--- config.mk ---
export PLATFORM = sky130hd
export DESIGN_NAME = mem_arbiter
export DESIGN_NICKNAME = d
export VERILOG_FILES = /design/src/rtl/mem_arbiter.sv
export SDC_FILE = /design/constraint.sdc
export NUM_CORES = 1
export LEC_CHECK = 0
export ABC_AREA = 1
export BUFFER_PORTS_ARGS = -buffer_cell sky130_fd_sc_hd__buf_2
export CORE_MARGIN = 10
export CORE_UTILIZATION = 46
export DETAILED_ROUTE_END_ITERATION = 6
export GPL_TIMING_DRIVEN = 0
export PLACE_DENSITY = 0.8
export SYNTH_ARGS = -nofsm -noshare
export SYNTH_HDL_FRONTEND = slang
export SYNTH_SLANG_ARGS = --single-unit
export TNS_END_PERCENT = 20
--- constraint.sdc ---
create_clock -name i_clk -period 2.1 [get_ports i_clk]
set_clock_uncertainty 0.05 [all_clocks]
set_input_delay 0.42 -clock i_clk [delete_from_list [all_inputs] [get_ports i_clk]]
set_output_delay 0.42 -clock i_clk [all_outputs]
set_load 0.1 [all_outputs]
--- src/rtl/mem_arbiter.sv ---
// Shared-memory arbiter: one instruction-fetch port and one data port share a
// single memory request channel. Data requests win ties. Each transaction is
// latched at grant, completes on a one-cycle memory ready strobe (or aborts on
// a wait-counter timeout), and finishes with a single done pulse to its owner.
//
// state   | meaning
// --------+--------------------------------------------------------------
// IDLE    | no transaction; grants DM first, then IC
// IC_BUSY | fetch in flight, waiting for i_MEM_ready
// DM_BUSY | load/store in flight, waiting for i_MEM_ready
// RESP    | one-cycle done pulse to the owning side; never grants here

`ifndef XLEN
`define XLEN 32
`endif

module mem_arbiter #(
  parameter int XLEN    = `XLEN,
  parameter int TIMEOUT = 255
) (
  input  logic            i_clk,
  input  logic            i_rst,
  input  logic            i_IC_DataReq,
  input  logic [XLEN-1:0] i_IC_Addr,
  output logic [XLEN-1:0] o_IC_Instr,
  output logic            o_IC_MemReady,
  input  logic [XLEN-1:0] i_DM_Addr,
  input  logic [XLEN-1:0] i_DM_Wd,
  input  logic [2:0]      i_DM_f3,
  input  logic            i_DM_Wen,
  input  logic            i_DM_MemRead,
  output logic [XLEN-1:0] o_DM_ReadData,
  output logic            o_DM_data_ready,
  output logic [XLEN-1:0] o_MEM_addr,
  output logic [XLEN-1:0] o_MEM_wd,
  output logic [2:0]      o_MEM_f3,
  output logic            o_MEM_wen,
  output logic            o_MEM_ren,
  input  logic [XLEN-1:0] i_MEM_rdata,
  input  logic            i_MEM_ready,
  output logic            o_bus_err
);

  localparam int            CW     = (TIMEOUT < 2) ? 1 : $clog2(TIMEOUT + 1);
  localparam logic [CW-1:0] TC     = CW'((TIMEOUT > 0) ? TIMEOUT - 1 : 0);
  localparam bit            TO_EN  = (TIMEOUT != 0);

  typedef enum logic [1:0] {IDLE, IC_BUSY, DM_BUSY, RESP} state_t;

  state_t          state, state_nxt;
  logic            busy, mem_done, timeout_hit, grant_dm, grant_ic;
  logic [CW-1:0]   wait_cnt;
  logic            resp_dm;
  logic [XLEN-1:0] addr_q, wd_q, ic_instr_q, dm_rdata_q;
  logic [2:0]      f3_q;
  logic            wen_q, ren_q, bus_err_q;

  // Next-state decode; completion is checked before the timeout so a ready
  // strobe on the last allowed cycle still completes normally.
  always_comb begin
    state_nxt   = state;
    grant_dm    = 1'b0;
    grant_ic    = 1'b0;
    busy        = (state == IC_BUSY) || (state == DM_BUSY);
    mem_done    = busy && i_MEM_ready;
    timeout_hit = TO_EN && busy && !i_MEM_ready && (wait_cnt == TC);
    case (state)
      IDLE: begin
        if (i_DM_Wen || i_DM_MemRead) begin
          grant_dm  = 1'b1;
          state_nxt = DM_BUSY;
        end else if (i_IC_DataReq) begin
          grant_ic  = 1'b1;
          state_nxt = IC_BUSY;
        end
      end
      IC_BUSY, DM_BUSY: begin
        if (mem_done)         state_nxt = RESP;
        else if (timeout_hit) state_nxt = IDLE;
      end
      RESP:    state_nxt = IDLE;
      default: state_nxt = IDLE;
    endcase
  end

  // State register.
  always_ff @(posedge i_clk) begin
    if (!i_rst) state <= IDLE;
    else        state <= state_nxt;
  end

  // Capture the granted request; these registers alone drive the memory bus,
  // so requester churn during a transaction cannot reach it.
  always_ff @(posedge i_clk) begin
    if (!i_rst) begin
      addr_q  <= '0;
      wd_q    <= '0;
      f3_q    <= 3'b000;
      wen_q   <= 1'b0;
      ren_q   <= 1'b0;
      resp_dm <= 1'b0;
    end else if (grant_dm) begin
      addr_q  <= i_DM_Addr;
      wd_q    <= i_DM_Wd;
      f3_q    <= i_DM_f3;
      wen_q   <= i_DM_Wen;
      ren_q   <= i_DM_MemRead;
      resp_dm <= 1'b1;
    end else if (grant_ic) begin
      addr_q  <= i_IC_Addr;
      wd_q    <= '0;
      f3_q    <= 3'b010;
      wen_q   <= 1'b0;
      ren_q   <= 1'b1;
      resp_dm <= 1'b0;
    end
  end

  // Wait counter: cleared at grant, counts busy cycles with no ready.
  always_ff @(posedge i_clk) begin
    if (!i_rst)                    wait_cnt <= '0;
    else if (grant_dm || grant_ic) wait_cnt <= '0;
    else if (busy && !i_MEM_ready) wait_cnt <= wait_cnt + 1'b1;
  end

  // Read data capture; stores leave the load-data register untouched.
  always_ff @(posedge i_clk) begin
    if (!i_rst) begin
      ic_instr_q <= '0;
      dm_rdata_q <= '0;
    end else if (mem_done) begin
      if (state == IC_BUSY)        ic_instr_q <= i_MEM_rdata;
      else if (ren_q)              dm_rdata_q <= i_MEM_rdata;
    end
  end

  // Abort pulse lands in the first IDLE cycle after the timeout.
  always_ff @(posedge i_clk) begin
    if (!i_rst) bus_err_q <= 1'b0;
    else        bus_err_q <= timeout_hit;
  end

  assign o_MEM_addr      = addr_q;
  assign o_MEM_wd        = wd_q;
  assign o_MEM_f3        = f3_q;
  assign o_MEM_wen       = wen_q & busy;
  assign o_MEM_ren       = ren_q & busy;
  assign o_IC_Instr      = ic_instr_q;
  assign o_DM_ReadData   = dm_rdata_q;
  assign o_IC_MemReady   = (state == RESP) && !resp_dm;
  assign o_DM_data_ready = (state == RESP) && resp_dm;
  assign o_bus_err       = bus_err_q;

endmodule

## After elaboration in Yosys (flattened, before gate mapping)

Index checks and enable logic that the tools add are counted.
W data, S select, Z words.

| operators by class | value |
|---|---|
| $add $sub $neg | 1 |
| eq/ne operators | 6 |
| mux-type cells | 21 |
| bitwise operators | 4 |
| reductions and logical operators | 17 |

Operators by type and width:

| cell | number |
|---|---|
| $mux W32 | 4 |
| $mux W1 | 10 |
| $add A8 B1 Y8 const B | 1 |
| $eq A8 B8 Y1 const B | 1 |
| $mux W2 | 4 |
| $mux W3 | 2 |
| $ne A3 B3 Y1 const B | 2 |
| $pmux W2 S3 | 1 |
| $logic_and A1 B1 Y1 | 5 |
| $eq A2 B2 Y1 const B | 2 |
| $reduce_and A2 Y1 | 2 |
| $reduce_or A2 Y1 | 2 |
| $logic_or A1 B1 Y1 | 3 |
| $reduce_and A3 Y1 | 1 |
| $and A1 B1 Y1 | 2 |
| $eq A2 B1 Y1 const B | 1 |
| $logic_not A1 Y1 | 2 |
| $logic_not A2 Y1 | 1 |
| $not A1 Y1 | 2 |
| $reduce_bool A2 Y1 | 1 |

| word-level totals | value |
|---|---|
| register bits after elaboration | 145 |
| bits of input ports | 137 |
| output and inout port bits | 136 |
| word-level logic and storage cells | 60 |

## Depth between registers and ports, before layout

| logic depth | value |
|---|---|
| word-level depth | 7 |
| gate-level depth with buffers | 10 |
| mapped depth without buffers | 9 |

## Worst setup path after synthesis

No wires, ideal clock.

| path | value |
|---|---|
| path kind | register to output |
| start point | reg state[0] |
| end point | out o_IC_MemReady |
| arrival time | 1812 ps |
| path slack | -182 ps |
| stages on the path, launching flop included | 4 |
| cells stage by stage | dfxtp_1 ha_1 inv_1 nor2_1 |

| on the way | value |
|---|---|
| longest elaborated chain between the ends | 2 |

RTL lines:

| item | RTL line | RTL |
|---|---|---|
| start: declaration | 50 | `state_t state, state_nxt;` |
| start signal: assignment | 89 | `else state <= state_nxt;` |
| $eq A2 B2 Y1 | 150 | `assign o_IC_MemReady = (state == RESP) && !resp_dm;` |
| $logic_and A1 B1 Y1 | 150 |  |
| end: declaration | 26 | `output logic o_IC_MemReady,` |

No other way between the ends.

## Final worst setup path

| path | value |
|---|---|
| start point | reg state[0] |
| end point | out o_MEM_ren |

| on the way | value |
|---|---|
| longest elaborated chain between the ends | 3 |
| elaborated cells on any way between the ends | 4 |
| classes of those cells | eq/ne: 2; bitwise: 1; reduce/logical: 1 |

RTL lines:

| item | RTL line | RTL |
|---|---|---|
| $eq A2 B1 Y1 / $eq A2 B2 Y1 (equally long branches) | 64 | `busy = (state == IC_BUSY) \|\| (state == DM_BUSY);` |
| $logic_or A1 B1 Y1 * | 64 |  |
| $and A1 B1 Y1 * | 147 | `assign o_MEM_ren = ren_q & busy;` |
| end: declaration | 38 | `output logic o_MEM_ren,` |

Every way passes the cells marked *; elsewhere a longest branch is shown, timed or not.

==> results by group <==
Status
  – Outcome: finished clean

Hold path
  – Hold Crit Class: in -> reg
  – Hold Path Origin: i_DM_Wd[30]

Synth
  – Yosys reg bits: 145
  – Synth cell types: 25
  – Area leader, netlist: dfxtp_1
  – Synthesized area: ~5700 um2
  – Largest family of logic cells by synthesized area: simple AND/OR/NAND/NOR gates
  – Post-synth top flop: dfxtp_1
  – Area share of the largest cell type after synthesis: 0.512
  – Post-synthesis mux area share: 0
  – Most frequent cell after synthesis: nand2_1
  – Synth Area in Adders: 0.0110
  – Post-synth EDFFs: 0
  – Top post-synthesis cells by area: dfxtp_1 51%, nand2_1 19%, o21ai_0 5.8%
  – FFs w/ async S/R, synth: 0
  – Syn Inst Count: 784
  – Sequential fraction of the synthesis area: 0.512
  – Post-synthesis compound-gate area fraction: 0.0955
  – Simple-gate share of the synthesized area: 0.303
  – Warnings from Yosys: 0
  – Synth cell count leaders: 292 x nand2_1, 145 x dfxtp_1, 84 x nor2_1
  – XOR/XNOR Fraction of Synth Area: 0.00309
  – Syn_nets: 926
  – Mean Syn Cell Area: 7.23 um2

Final layout
  – Fin area: 7850 um2
  – Nets: 1,217
  – Area added between synthesis and finish: 38.3%
  – Share of cells above drive strength 1: 0.324
  – FILL cells: about 1,100

Routing
  – Antenna Nets Post-Route: 0
  – Final wirelength: roughly 19,000 um
  – Initial DRC Count: 223
  – Remaining DRCs: 0
  – DR WL/cell: 15.2 um
  – Via count: 5,847
  – Pre-antenna DRT Iters: 4
  – Vias per cell: 4.65

Floorplanning
  – I/O pin count: about 270
  – Core area: 12,100 um2
  – Die H: 131 um
  – Core Rows: 40
  – Starting Density: 0.470
  – Die span in x: around 130 um
  – Die area: 17,200 um2

Pwr
  – Logic pwr share: 0.542
  – Leak Pwr: ~4.3 nW
  – Power per cell area: between 1500 and 2000 nW/um2
  – Sequential power share: 0.262
  – Int Pwr: around 6.4 mW
  – Switching Share: 0.553
  – Psw: 7.88 mW
  – Worst VDD drop: roughly 0.98 mV
  – Clock power frac: 0.196

STA
  – F_max: 497 MHz
  – Max_slew headroom: 0.550
  – Slack of the critical path: 0.0873 ns
  – Setup tns final: 0 ns
  – Final count of pins violating max slew: 0
  – Worst Tran Pin Value: 0.675 ns
  – Setup violations, final: 0
  – Tmin final: between 2 and 2.5 ns
  – RSZ-0062 raised after global routing: false
  – Period Utilization, post-route: 0.958
  – Final hold violations: 0
  – Fin Hold WS: 0.173 ns

CTS
  – Clk root buf: clkbuf_16
  – TritonCTS clock tree: built
  – Clk slew on worst S/H paths: 0.06 ns
  – Clock Tree Buf Depth: 2
  – Clock Sinks: 145
  – Clock Latency Late Sink: 0.41 ns
  – CTS Buf Count: 17
  – H-tree level count: 4

Critical path
  – Crit. End Element: output port
  – Required @ worst endpoint: approximately 1.6 ns
  – Setup CP Type: reg -> out
  – Reg-to-reg startpoint: state[0]
  – Critical-path maximum fanout: 8
  – Crit path DAT: around 1.5 ns
  – Worst setup SP type: flop
  – Worst setup startpoint: state[0]

Job
  – Max-cap violations: 0

Place
  – Pre-CTS setup slack: 0.128 ns
  – RePlAce Congestion: 0.818
  – Hpwl dp: between 10,000 and 15,000 um
  – Area after DPL: slightly above 7000 um2
  – # port buffers: 272

Global routing
  – First-pass GRT wire length: 28,900 um
  – Overall routing resource usage: 0.215
  – Initial antenna violation count: 2
  – GRT overflow: 0
  – Largest net degree at the start of global routing: 17
  – Vias in the first global route: a little under 6,000
==> logic make-up after synthesis <==
logic type / after synthesis
AO/OA/AOI/OAI: 106
flip-flops: 145
AND/OR/NAND/NOR: 428
buffers and inverters: 98
adder cells (fa/ha/maj): 5
XOR/XNOR: 2
==> critical path, stage by stage, from the launching register on <==
cell	delay, ns
dfxtp_2	0.35
inv_1	0.05
ha_1	0.29
buf_6	0.14
nand2_4	0.09
inv_2	0.05
buf_12	0.16
==> final timing paths <==
check	end	slack, ns	cells past startpoint
max reg2reg	o_IC_Instr[9]	0.30	7
max	o_MEM_ren	0.09	6
min	o_MEM_wd[30]	0.17	3
min reg2reg	o_MEM_wd[0]	0.39	2
==> flip-flops by register name, indices dropped and copies added (netlist names), 2 cells and up <==
register       count
o_DM_ReadData     32
o_IC_Instr        32
o_MEM_addr        32
o_MEM_wd          32
wait_cnt           8
o_MEM_f3           3
state              2
==> layout by cell type, fill, tap and decap left out, drive strengths merged <==
cell type,instances
nand3b,1
ha,5
dfxtp,145
bufinv,1
xnor2,1
clkinv,8
nand4,1
inv,54
nor3,2
nand3,42
nor2,88
clkinvlp,2
clkbuf,36
o21ai,68
xor2,1
or2,2
buf,301
nand2,292
diode,1
a21oi,38
==> per-stage QoR <==
step / cells / total power, mW / utilization
3_3_place_gp: 1224 / 11.4 / 0.601
5_1_grt: 1257 / 15.0 / 0.651
3_5_place_dp: 1224 / 11.4 / 0.601
2_1_floorplan: 784 / 10.0 / -
6_report: 1257 / 14.3 / 0.651
4_1_cts: 1256 / 14.3 / 0.649
==> timing repair <==
item	in CTS	in global routing
hold buffers	0	0
resized for setup	11	6
setup endpoints to repair	3	3
buffers inserted	0	0
==> layout make-up <==
type	instances	area (um2)	share of cell area
buffer	44	231	0.0295
inverter	54	203	0.0258
clock buffer	21	460	0.0587
timing repair buffer	272	1390	0.178
multi-input combinational	541	2350	0.300
tap	168	210	0.0268
antenna	1	2.50	0.000319
sequential	145	2910	0.370
clock inverter	11	88.8	0.0113
==> metal layers <==
metal  up-vias  GRT usage  share of wire
met5         -          0        0.00068
met4         2     0.0870          0.022
met3        31      0.110           0.13
met2       218      0.359           0.46
met1      2577      0.225           0.39
li1       3019          -              -
==> power by group through the flow <==
stage | registers (mW) | logic [mW] | clock network, mW
floorplan | 8.15 | 1.86 | 0
global placement | 3.75 | 7.62 | 0
detailed placement | 3.77 | 7.64 | 0
finish | 3.74 | 7.73 | 2.79
CTS | 3.73 | 7.73 | 2.84
global route | 3.82 | 8.17 | 2.97
Note: power is estimated with default switching activity, not from simulation.
